<file path="src/rtl/input_conditioner.sv">
// Button/switch conditioner: 2-FF sync, per-channel debounce,
// press pulse and free-running step-enable divider.
module input_conditioner #(
  parameter int DEB_CYCLES = 4,
  parameter int TICK_DIV   = 3
) (
  input  logic       clk,
  input  logic       rst,
  input  logic       pb_n_raw,
  input  logic [1:0] sw_raw,
  output logic       pb_clean,
  output logic       pb_press,
  output logic [1:0] sw_clean,
  output logic       ena
);

  localparam int CW = $clog2(DEB_CYCLES) + 1;
  localparam int TW = $clog2(TICK_DIV) + 1;
  localparam logic [CW-1:0] DEB_MAX = CW'(DEB_CYCLES - 1);
  localparam logic [TW-1:0] TCK_MAX = TW'(TICK_DIV - 1);

  // channel 0 = button (inverted to active-high), 1..2 = switches
  logic [2:0]    w_raw;
  logic [2:0]    r_sync1;
  logic [2:0]    r_sync2;
  logic [2:0]    r_clean;
  logic [CW-1:0] r_cnt [3];
  logic          r_pb_d;
  logic          r_press;
  logic [TW-1:0] r_tcnt;
  logic          r_ena;

  assign w_raw = {sw_raw, ~pb_n_raw};

  always_ff @(posedge clk) begin
    if (rst) begin
      r_sync1 <= '0;
      r_sync2 <= '0;
      r_clean <= '0;
      for (int i = 0; i < 3; i++)
        r_cnt[i] <= '0;
    end else begin
      r_sync1 <= w_raw;
      r_sync2 <= r_sync1;
      for (int i = 0; i < 3; i++) begin
        if (r_sync2[i] == r_clean[i]) begin
          r_cnt[i] <= '0;
        end else if (r_cnt[i] == DEB_MAX) begin
          r_clean[i] <= r_sync2[i];
          r_cnt[i]   <= '0;
        end else begin
          r_cnt[i] <= r_cnt[i] + CW'(1);
        end
      end
    end
  end

  always_ff @(posedge clk) begin
    if (rst) begin
      r_pb_d  <= 1'b0;
      r_press <= 1'b0;
    end else begin
      r_pb_d  <= r_clean[0];
      r_press <= r_clean[0] & ~r_pb_d;
    end
  end

  always_ff @(posedge clk) begin
    if (rst) begin
      r_tcnt <= '0;
      r_ena  <= 1'b0;
    end else begin
      r_ena <= (r_tcnt == TCK_MAX);
      if (r_tcnt == TCK_MAX)
        r_tcnt <= '0;
      else
        r_tcnt <= r_tcnt + TW'(1);
    end
  end

  assign pb_clean = r_clean[0];
  assign sw_clean = r_clean[2:1];
  assign pb_press = r_press;
  assign ena      = r_ena;

endmodule
</file>
<file path="config.mk">
export PLATFORM = sky130hd
export DESIGN_NAME = input_conditioner
export DESIGN_NICKNAME = d
export VERILOG_FILES = /design/src/rtl/input_conditioner.sv
export SDC_FILE = /design/constraint.sdc
export NUM_CORES = 1
export LEC_CHECK = 0
export CAP_MARGIN = 0
export CORE_ASPECT_RATIO = 0.9
export CORE_UTILIZATION = 30
export CTS_CLUSTER_SIZE = 20
export DETAILED_ROUTE_END_ITERATION = 16
export GPL_ROUTABILITY_DRIVEN = 0
export GPL_TIMING_DRIVEN = 0
export PLACE_DENSITY = 0.58
export SETUP_SLACK_MARGIN = 0.15
export SLEW_MARGIN = 10
export SYNTH_ARGS = -nofsm -noshare
export SYNTH_HDL_FRONTEND = slang
export SYNTH_SLANG_ARGS = --single-unit
</file>
<file path="constraint.sdc">
create_clock -name clk -period 1.8 [get_ports clk]
set_input_delay 0.54 -clock clk [delete_from_list [all_inputs] [get_ports clk]]
set_output_delay 0.54 -clock clk [all_outputs]
set_load 0.01 [all_outputs]
</file>
# == Yosys cells after proc, flatten, opt, wreduce, memory -nomap -nowiden ==
# Memories as Yosys holds them, arrays and structs flattened.
# Index checks and enable logic that the tools add are counted.
# W data, S select, Z words.
# op_classes
n_addsub,4
n_bitwise,15
mux,44
n_eq_ne,7
reduce_logical,4
# op_table
op,count
$mux W1,35
$mux W3,9
$add A3 B1 Y3 const B,4
$eq A3 B2 Y1 const B,4
$or A1 B1 Y1,9
$reduce_and A2 Y1,3
$not A1 Y1,5
$eq A1 B1 Y1,3
$reduce_or A2 Y1,1
$and A1 B1 Y1,1
# totals
in_bits,5
elab_cells,84
output_inout_bits,5
ramBits,9
n_memories,1
reg_bits,15
# mem_list
memory,depth,word_bits,read_ports,rd_ports_with_merged_regs,wr,line_no,rtl
r_cnt,3,3,3,0,3,27,logic [CW-1:0] r_cnt [3];

# == Logic depth before layout (Yosys ltp) ==
# depth
depth_word,7
ltp_mapped,4
mapped_depth_nobuf,4

# == Least setup slack after synthesis ==
# No wires, ideal clock.
# synth_timing
path_kind,reg-to-reg
start,mem r_cnt[1][0] in the netlist's numbering
end,"mem r_cnt[1][2] in the netlist's numbering, data pin"
arrival_ns,1.059
n_path_buf,0
period_less_slack_ns,1.235
path_slack_ns,0.565
setup_ns,0.176
stages_incl_launch_ff,4
required_time_ns,1.624
path_cell_list,edfxtp_1 ha_1 ha_1 nor4_1
# synth_lines
item,line_no
start: declaration,27

# == Worst setup path in the final report ==
# layout_timing
start,reg r_clean[2]
end,out sw_clean[1]
# layout_lines
item,line_no,rtl
start: declaration,26,logic [2:0] r_clean;
start signal: indexed assignment,49,r_clean[i] <= r_sync2[i];
end: declaration,13,"output logic [1:0] sw_clean,"
# No word-level cell between the ends.

==> results.md <==
* Cell area power density at 821.8 nW/um^2
* Critical Path Start: r_clean[2]
* First-pass GRT wire length at 2.083 mm
* Core area at 3043 um^2
* Synth Area in XOR/XNOR at 2.731%
* CP Depth at 1
* Critical Path RT at between 1 and 1.5 ns
* Reg2Reg Depth at 3
* Post-synthesis adder-cell area fraction at 10.40%
* Worst setup EP type: output pin
* Sequential fraction of the synthesis area at roughly three fifths
* Clock sink count at 24
* Max FO, Critical Path at 3
* Share of cells above drive strength 1 at ~14%
* Commonest non-fill, non-tap cells in the layout: dfxtp_1 (13), edfxtp_1 (9), conb_1 (9)
* Status: complete, no violations
* Seq cells post-synth at 24
* Crit-path leading delay family: flip-flops
* Fillers at 332
* Fin Clk Skew at 0.01182 ns
* Diodes inserted at 0
* Final Hold Viols at 0
* Post-synthesis cell type count at 17
* Setup crit end: sw_clean[1]
* # nets final at approximately 110
* Critical path's slowest cell: dfxtp_1
* Die width at 61.70 um
* Dpl cell area at 1135 um^2
* DRT iter0 DRCs at 1
* Setup TNS Final at 0 ns
* Complex-gate fraction of the synthesized area at less than 1%
* Vias in the first global route at 492
* Pin count of the biggest net entering global routing at 14
* Initial Utilization at 31.62%
* Synth Area in Simple Gates at 19.25%
* WS Path Type: register to output pin
* Area growth syn-to-layout at 22.50%
* Post-Synthesis Mean Instance Area at about 13 um^2
* Vias at 551
* Warnings from Yosys at 0
* MaxCap Viol Count at 0
* Total CTS buffers at 3
* CP peak stage delay at 0.38 ns
* TritonCTS clock tree: built
* Final setup viols at 0
* Post-synthesis mux area share at 3.121%
* DPL Wire Length at about 930 um
* Chip Height at 55.73 um
* H-Tree Depth at 1
* Tot GR Track Use at 8.400%
* Clock Latency Late Sink at 0.31 ns
* FF-to-FF Start: r_cnt[2][0]
* Via density at 4.051
* Syn Inst Count at 72
* Buffers on Ports at 9
* Static Leak at 0.0005048 uW
* Main combinational cell family by area after synthesis: simple AND/OR/NAND/NOR gates
* CTS root buf: clkbuf_4
* I/O pins at 10
* Crit path buf inv count at 1
* Max Slew Vio Count at 0
* Drt pass-1 iters at 3
* Final period utilization at around 84%
* Hold Crit Class: register to register
* Fmax achieved at 0.6619 GHz
* Unrepaired setup endpoints after global routing: no
* Drt wl/cell at 9.037 um
* Mapped Area at 962.2 um^2
* ANT nets after route at 0
* Detailed Route WL at 1.229 mm
* Clk slew on worst S/H paths at between 0.1 and 0.15 ns
* Die area at ~3400 um^2
* Flop-to-flop setup slack at 0.45 ns
* Reg2reg end: r_cnt[2][2]
* Most common cell after layout, fill and taps aside: dfxtp_1
* Crit path DAT at 0.97 ns
* FP Rows at 19
* CP startpoint kind: register
* Final Cell Area at 1179 um^2
* DR DRC count at 0
* Peak VDD IR at 0.3790 mV
* CTS max path bufs at 2
* Min Tclk post-route at 1.511 ns
* Grt ovf at 0
* Crit-path cells: dlygate4sd2_1
* Initial antenna violation count at 0
-- cell type report --
class / count / area (um^2) / share of cell area [%]
well taps: 42 / 52.55 / 4.459
plain buffers: 2 / 22.52 / 1.911
clock buffers: 4 / 36.28 / 3.079
repair buffers: 10 / 95.09 / 8.068
flip-flops and latches: 24 / 573.1 / 48.62
inverters: 4 / 15.01 / 1.274
multi-input cells: 50 / 384.1 / 32.59
-- kinds of logic after synthesis --
kind of cell | after synthesis
and+or+nand+nor | 26
DFF | 24
adders and majority gates | 8
buffers and inverters | 6
xor gates and xnor gates | 3
muxes | 3
other | 1
AOI/OAI and AO/OA | 1
-- per-stage QoR --
stage,total power [uW],worst slack [ns],hold slack (ns),utilization (%),cells
final,968.7,0.2892,0.4049,38.73,136
after global routing,1019,0.2360,0.4264,38.73,136
after CTS,986.8,0.01978,0.4085,38.40,135
after detailed placement,710.4,0.02952,0.3898,37.29,131
after global placement,703.9,0.07551,0.3744,37.29,131
after floorplan,678.5,0.5655,0.3674,-,80
-- synthesized netlist by cell type, drive strengths merged --
cell / instances / area (um^2)
nor3: 2 / 10.01
and2b: 4 / 30.03
inv: 4 / 15.01
xnor2: 3 / 26.28
or2b: 1 / 7.510
nor2: 4 / 15.01
dfxtp: 15 / 300.3
nor2b: 5 / 31.28
nor4b: 3 / 45.04
conb: 1 / 3.750
a21oi: 1 / 8.760
or3b: 1 / 8.760
nor4: 6 / 37.54
buf: 2 / 22.52
edfxtp: 9 / 270.3
mux2i: 3 / 30.03
ha: 8 / 100.1
-- sequential cells by signal, indices dropped and copies added, names as in the netlist --
register	flops
ena	1
pb_press	1
r_clean	3
r_tcnt	3
r_cnt	9
r_sync2	3
r_sync1	3
r_pb_d	1
-- routing by layer --
metal	track usage [%]	part of all wire, %	vias up
li1	-	-	288
met1	11.09	49	256
met2	11.83	46	5
met3	2.093	2.8	2
met4	5.714	1.7	0
met5	0	0	-
-- repair_timing --
action / 4_1_cts / 5_1_grt
endpoints found under the setup margin: 5 / 1
hold buffers: 0 / 0
gates resized for setup: 6 / 1
buffers inserted: 0 / 1
-- report_power, final --
group,internal (uW),leakage (uW),total [uW],switching [uW]
Clock,123,0.0000210,275,152
Combinational,46.0,0.000267,86.8,40.8
Sequential,593,0.000217,606,13.5
-- worst min path at each step --
stage / startpoint / to / depth (start not counted)
6_report: r_pb_d / pb_press / 1
2_1_floorplan: r_pb_d / pb_press / 1
3_5_place_dp: r_pb_d / pb_press / 1
3_3_place_gp: r_pb_d / pb_press / 1
4_1_cts: r_pb_d / pb_press / 1
5_1_grt: r_pb_d / pb_press / 1
(Power assumes the default switching activity.)
